<file path="src/rtl/parity_frame_rx_pkg.sv">
// Shared types and constants for the parity frame receiver.
// PARITY_FRAME_RX_ODD_EN selects odd parity; even parity otherwise.
package parity_frame_rx_pkg;

    typedef enum logic [2:0] {
        IDLE,
        START,
        DATA,
        PARITY,
        STOP
    } state_t;

`ifdef PARITY_FRAME_RX_ODD_EN
    localparam logic EXPECTED_PARITY = 1'b1;
`else
    localparam logic EXPECTED_PARITY = 1'b0;
`endif

    function automatic int cnt_w(input int clks_per_bit);
        return (clks_per_bit > 1) ? $clog2(clks_per_bit) : 1;
    endfunction

    function automatic int idx_w(input int data_bits);
        return $clog2(data_bits + 1);
    endfunction

endpackage

</file>
<file path="src/rtl/parity_frame_rx_if.sv">
// Result bundle of the parity frame receiver.
// master drives the results, slave consumes them.
interface parity_frame_rx_if #(
    parameter int DATA_BITS = 8
);

    logic [DATA_BITS-1:0] data_o;
    logic                 valid_o;
    logic                 parity_err_o;
    logic                 frame_err_o;
    logic                 busy_o;

    modport master (
        output data_o,
        output valid_o,
        output parity_err_o,
        output frame_err_o,
        output busy_o
    );

    modport slave (
        input data_o,
        input valid_o,
        input parity_err_o,
        input frame_err_o,
        input busy_o
    );

endinterface

</file>
<file path="src/rtl/parity_frame_rx_bit_sync.sv">
// Two-flop synchronizer; resets high so an idle line
// never looks like a start edge on reset release.
module bit_sync (
    input  logic clk,
    input  logic rst_n,
    input  logic d,
    output logic q
);

    logic meta;

    always_ff @(posedge clk or negedge rst_n) begin
        if (!rst_n) begin
            meta <= 1'b1;
            q    <= 1'b1;
        end else begin
            meta <= d;
            q    <= meta;
        end
    end

endmodule

</file>
<file path="src/rtl/parity_frame_rx.sv">
// Idle-high LSB-first serial receiver with XOR parity check.
// Build with PARITY_FRAME_RX_ODD_EN defined for odd parity.
module parity_frame_rx
    import parity_frame_rx_pkg::*;
#(
    parameter int DATA_BITS    = 8,
    parameter int CLKS_PER_BIT = 16
) (
    input  logic                     clk,
    input  logic                     rst_n,
    input  logic                     rx_i,
    parity_frame_rx_if.master        rx_if
);

    localparam int CW = cnt_w(CLKS_PER_BIT);
    localparam int IW = idx_w(DATA_BITS);
    localparam logic [CW-1:0] HALF = CW'(CLKS_PER_BIT / 2 - 1);
    localparam logic [CW-1:0] LAST = CW'(CLKS_PER_BIT - 1);
    localparam logic [IW-1:0] IDX_LAST = IW'(DATA_BITS - 1);

    state_t               state;
    logic [CW-1:0]        cnt;
    logic [IW-1:0]        idx;
    logic [DATA_BITS-1:0] shreg;
    logic [DATA_BITS-1:0] sh_next;
    logic                 acc;
    logic                 rx_s;
    logic                 hist;
    logic [DATA_BITS-1:0] data_q;
    logic                 valid_q;
    logic                 perr_q;
    logic                 ferr_q;
    logic                 busy_q;

    bit_sync u_sync (
        .clk   (clk),
        .rst_n (rst_n),
        .d     (rx_i),
        .q     (rx_s)
    );

    // New bit enters at the MSB so the word ends up LSB-first.
    always_comb begin
        sh_next = shreg >> 1;
        sh_next[DATA_BITS-1] = rx_s;
    end

    always_ff @(posedge clk or negedge rst_n) begin
        if (!rst_n) begin
            state   <= IDLE;
            cnt     <= '0;
            idx     <= '0;
            shreg   <= '0;
            acc     <= 1'b0;
            hist    <= 1'b1;
            data_q  <= '0;
            valid_q <= 1'b0;
            perr_q  <= 1'b0;
            ferr_q  <= 1'b0;
            busy_q  <= 1'b0;
        end else begin
            hist    <= rx_s;
            valid_q <= 1'b0;
            unique case (state)
                IDLE: begin
                    if (hist && !rx_s) begin
                        state  <= START;
                        cnt    <= '0;
                        busy_q <= 1'b1;
                    end
                end
                START: begin
                    if (cnt == HALF) begin
                        cnt <= '0;
                        if (!rx_s) begin
                            state <= DATA;
                            idx   <= '0;
                            acc   <= 1'b0;
                        end else begin
                            state  <= IDLE;
                            busy_q <= 1'b0;
                        end
                    end else begin
                        cnt <= cnt + 1'b1;
                    end
                end
                DATA: begin
                    if (cnt == LAST) begin
                        cnt   <= '0;
                        shreg <= sh_next;
                        acc   <= acc ^ rx_s;
                        idx   <= idx + 1'b1;
                        if (idx == IDX_LAST) state <= PARITY;
                    end else begin
                        cnt <= cnt + 1'b1;
                    end
                end
                PARITY: begin
                    if (cnt == LAST) begin
                        cnt   <= '0;
                        acc   <= acc ^ rx_s;
                        state <= STOP;
                    end else begin
                        cnt <= cnt + 1'b1;
                    end
                end
                STOP: begin
                    if (cnt == LAST) begin
                        cnt     <= '0;
                        data_q  <= shreg;
                        perr_q  <= (acc != EXPECTED_PARITY);
                        ferr_q  <= !rx_s;
                        valid_q <= 1'b1;
                        busy_q  <= 1'b0;
                        state   <= IDLE;
                        // A held-low line (break) must go high before a new start.
                        if (!rx_s) hist <= 1'b0;
                    end else begin
                        cnt <= cnt + 1'b1;
                    end
                end
                default: begin
                    state  <= IDLE;
                    busy_q <= 1'b0;
                end
            endcase
        end
    end

    assign rx_if.data_o       = data_q;
    assign rx_if.valid_o      = valid_q;
    assign rx_if.parity_err_o = perr_q;
    assign rx_if.frame_err_o  = ferr_q;
    assign rx_if.busy_o       = busy_q;

endmodule

</file>
<file path="src/flat_wrapper.sv">
// flat-port wrapper written by rule: the top's interface ports become plain ports
module parity_frame_rx_flat import parity_frame_rx_pkg::*;
#(
    parameter int DATA_BITS    = 8,
    parameter int CLKS_PER_BIT = 16
)
  (clk, rst_n, rx_i, rx_if_data_o, rx_if_valid_o, rx_if_parity_err_o, rx_if_frame_err_o, rx_if_busy_o);
  parity_frame_rx_if #(.DATA_BITS(DATA_BITS)) rx_if_i ();
  input  logic clk;
  input  logic rst_n;
  input  logic rx_i;
  output wire logic [$bits(rx_if_i.data_o)-1:0] rx_if_data_o;
  output wire logic [$bits(rx_if_i.valid_o)-1:0] rx_if_valid_o;
  output wire logic [$bits(rx_if_i.parity_err_o)-1:0] rx_if_parity_err_o;
  output wire logic [$bits(rx_if_i.frame_err_o)-1:0] rx_if_frame_err_o;
  output wire logic [$bits(rx_if_i.busy_o)-1:0] rx_if_busy_o;
  assign rx_if_data_o = rx_if_i.data_o;
  assign rx_if_valid_o = rx_if_i.valid_o;
  assign rx_if_parity_err_o = rx_if_i.parity_err_o;
  assign rx_if_frame_err_o = rx_if_i.frame_err_o;
  assign rx_if_busy_o = rx_if_i.busy_o;
  parity_frame_rx #(.DATA_BITS(DATA_BITS), .CLKS_PER_BIT(CLKS_PER_BIT)) u_core (.clk(clk), .rst_n(rst_n), .rx_i(rx_i), .rx_if(rx_if_i));
endmodule
</file>
<file path="config.mk">
export PLATFORM = sky130hd
export DESIGN_NAME = parity_frame_rx_flat
export DESIGN_NICKNAME = d
export VERILOG_FILES = /design/src/rtl/parity_frame_rx_pkg.sv /design/src/rtl/parity_frame_rx_if.sv /design/src/rtl/parity_frame_rx_bit_sync.sv /design/src/rtl/parity_frame_rx.sv /design/src/flat_wrapper.sv
export SDC_FILE = /design/constraint.sdc
export NUM_CORES = 1
export LEC_CHECK = 0
export ABC_AREA = 1
export CAP_MARGIN = 0
export CORE_MARGIN = 8
export CORE_UTILIZATION = 45
export DETAILED_ROUTE_END_ITERATION = 7
export HOLD_SLACK_MARGIN = 0.08
export PLACE_DENSITY = 0.71
export SYNTH_ARGS = -nofsm -noshare
export SYNTH_HDL_FRONTEND = slang
export SYNTH_SLANG_ARGS = --single-unit
export TNS_END_PERCENT = 10
</file>
<file path="constraint.sdc">
create_clock -name clk -period 1.47 [get_ports clk]
set_clock_uncertainty 0.1 [all_clocks]
set_input_delay 0.2205 -clock clk [delete_from_list [all_inputs] [get_ports clk]]
set_output_delay 0.2205 -clock clk [all_outputs]
set_load 0.01 [all_outputs]
</file>
==> results by group <==
Run status
  – Status: complete, no violations

Clock tree
  – Clock-pin slew on the worst setup and hold paths: 0.08 ns
  – CTS tree: built
  – Clock Path Buffers: 2
  – Number of buffers created by CTS: 5
  – Skew-Pair Late Insertion Delay: 0.30 ns
  – CTS H-Tree Depth: 2
  – CTS Hold Bufs: 0
  – CTS root buf: clkbuf_8
  – Clock Sinks: 35

Cells and area
  – Nets: 238
  – Layout cells sized above 1: 26.1%
  – Non-Filler Instances: 282
  – Multi-input gate area: 787 um2
  – Register Area: 882 um2
  – FILL cells: 314
  – # diodes: 0
  – Finished Cell Area: 0.00221 mm2
  – Area growth, synth to finish: 32.0%

Logic synthesis
  – Post-synth EDFFs: 0
  – Syn Nets: 200
  – Synth warn: 0
  – Post-synthesis async set-or-reset flop share: 100%
  – Sequential element share of the synthesized area: 52.5%
  – Synth unique cells: 27
  – Post-Synthesis Cells: 195
  – Synth Register Bits: 35
  – Post-synth top flop: dfrtp_1
  – Synthesized area: 0.00168 mm2
  – Avg Cell Area, Syn: 8.59 um2

Worst setup path
  – Worst-path cell chain: ha_4 -> nand3_4 -> buf_6 -> nor2_4 -> buf_12 -> nor2_1 -> a21oi_1
  – Reg-to-reg setup timing slack: 0.02 ns
  – CP Capture Point: u_core.rx_if.data_o[6]
  – Worst setup EP type: register
  – Slowest cell on the critical path: dfrtp_1
  – Critical Path Stages: 7
  – Crit path max fanout: 13
  – Worst Path Required: 1.59 ns
  – WP buf/inv: 2
  – Data arrival, critical path: 1.57 ns
  – Max incr delay on CP: 0.39 ns
  – RR Startpoint: u_core.cnt[0]
  – Crit start category: register
  – Worst Path Class, Setup: reg2reg
  – FF-to-FF End: u_core.rx_if.data_o[6]
  – Largest delay share family, worst path: flip-flops
  – Worst Setup SP: u_core.cnt[0]
  – R2r worst-path depth: 7

Timing
  – Final hold violation count: 0
  – Final setup violating endpoints: 0
  – Slew @ Worst Pin: 0.241 ns
  – Fmax: 0.691 GHz
  – RSZ-0062 raised after global routing: true
  – Fin crit share: 98.5%
  – Rel. slew slack: 83.9%
  – Max-slew violations: 0
  – Crit path time final: 1.45 ns
  – Hold WS: 0.186 ns
  – Fin worst setup slack: 0.0220 ns

Detailed routing
  – DRT Pass-1 Iters: 4
  – Via-to-Cell Ratio: 5.04
  – DR WL/cell: 13.4 um
  – Residual DRC count: 0
  – Routed Antenna Nets: 0
  – Total Wirelength: 3.78 mm
  – Routed vias: 1421
  – DRT iter0 DRCs: 65

Place
  – Routability cong.: 0.891
  – Post-placement cell count: 270
  – Number of port buffers: 14
  – HPWL Detailed: 2.42 mm
  – Placed Area: 0.00200 mm2
  – Post-place setup slack: -0.0396 ns

Floorplan
  – Vert. Die Dim: 77.0 um
  – Initial Util: 46.1%
  – Num rows: 22
  – Die width: 77.0 um
  – IO Count: 15
  – Core area: 0.00363 mm2
  – Die area: 0.00593 mm2

Power and ir drop
  – PwrDens: 1560 mW/mm2
  – VDD IR-drop max: 0.000764 V
  – Pleak: 0.00116 uW

GRT
  – Vias in the first global route: 1440
  – Largest net degree at the start of global routing: 36
  – GRT Overall Usage: 13.0%
  – Global-route wire length before repair: 6.38 mm
  – Initial antenna violation count: 0
  – Grt ovf: 0

Worst hold path
  – Tightest Hold Check Type: in2async

Flow run
  – Max cap viols: 0
==> through the flow <==
step | util (%) | power (uW) | setup TNS [ns]
final | 60.8 | 3450 | 0
after global routing | 60.8 | 3670 | -0.386
after CTS | 57.7 | 3260 | 0
after detailed placement | 55.0 | 2450 | -0.168
after global placement | 55.0 | 2430 | -0.00938
after floorplan | - | 2050 | 0
==> registers in the layout, indices dropped and copies added (netlist names) <==
register	cells
u_core.acc	1
u_core.cnt	4
u_core.hist	1
u_core.idx	4
u_core.rx_if.busy_o	1
u_core.rx_if.data_o	8
u_core.rx_if.frame_err_o	1
u_core.rx_if.parity_err_o	1
u_core.rx_if.valid_o	1
u_core.shreg	8
u_core.state	3
u_core.u_sync.meta	1
u_core.u_sync.q	1
==> layer usage <==
metal / vias to the layer above / track usage (%) / routed length (um)
li1: 704 / - / -
met1: 684 / 14.9 / 1680
met2: 25 / 21.3 / 1870
met3: 8 / 3.85 / 142
met4: 0 / 7.17 / 88
met5: - / 0 / 0
==> cells in the mapped netlist, types with 2 or more instances <==
| cell type | instances | area share, % |
|---|---|---|
| nor2_4 | 3 | 2.0 |
| nand2_1 | 55 | 12 |
| ha_1 | 2 | 1.5 |
| inv_1 | 13 | 2.9 |
| nor2_2 | 3 | 1.1 |
| nand2_4 | 3 | 2.0 |
| o21ai_0 | 7 | 2.1 |
| nor2_1 | 22 | 4.9 |
| nand4_1 | 4 | 1.5 |
| nand3_1 | 12 | 3.6 |
| o21ai_1 | 10 | 3.0 |
| inv_2 | 3 | 0.67 |
| dfstp_2 | 3 | 4.7 |
| dfrtp_1 | 32 | 48 |
| a21oi_1 | 10 | 3.0 |
| xor2_1 | 2 | 1.0 |
==> cell families after synthesis <==
| group | after synthesis | share of synthesized area (%) |
|---|---|---|
| buffers and inverters | 20 | 5.38 |
| and+or+nand+nor | 105 | 29.6 |
| DFF | 35 | 52.5 |
| xor gates and xnor gates | 3 | 1.57 |
| AOI/OAI and AO/OA | 30 | 9.49 |
| adders and majority gates | 2 | 1.49 |
==> repair_timing <==
item / in CTS / in global routing
buffers inserted: 0 / 4
hold endpoints to repair: 0 / 0
resized for setup: 18 / 19
setup endpoints to repair: 27 / 25
pin swaps: 2 / 6
==> report_power, final <==
group	internal (uW)	switching, uW
Sequential	1080	127
Combinational	600	872
Clock	382	383
==> worst min path at each step <==
stage	start	endpoint	slack, ns	depth (start not counted)
after floorplan	rst_n	u_core.acc	-0.18	0
after global placement	u_core.u_sync.meta	u_core.u_sync.q	0.25	0
after detailed placement	u_core.u_sync.meta	u_core.u_sync.q	0.25	0
after CTS	rst_n	u_core.rx_if.data_o[0]	0.20	2
after global routing	rst_n	u_core.rx_if.data_o[0]	0.22	2
final	rst_n	u_core.rx_if.data_o[7]	0.19	2
==> cell usage in the layout (no fill, tap or decap), types with 5 or more instances in the layout <==
| cell type | instances |
|---|---|
| a21oi_1 | 8 |
| buf_4 | 15 |
| clkbuf_8 | 6 |
| dfrtp_1 | 30 |
| dlygate4sd2_1 | 12 |
| inv_1 | 13 |
| nand2_1 | 52 |
| nand3_1 | 11 |
| nor2_1 | 20 |
| nor2_4 | 5 |
| o21ai_0 | 7 |
| o21ai_1 | 9 |
==> area by class of cell <==
cell class              count  share of cell area, %
clock buffers               6                   3.74
multi-input cells         140                   35.6
clock inverters             2                  0.736
repair buffers             34                   14.1
well taps                  48                   2.72
flip-flops and latches     35                   39.9
inverters                  17                   3.23
No activity file was read; power rests on OpenSTA's default activity.
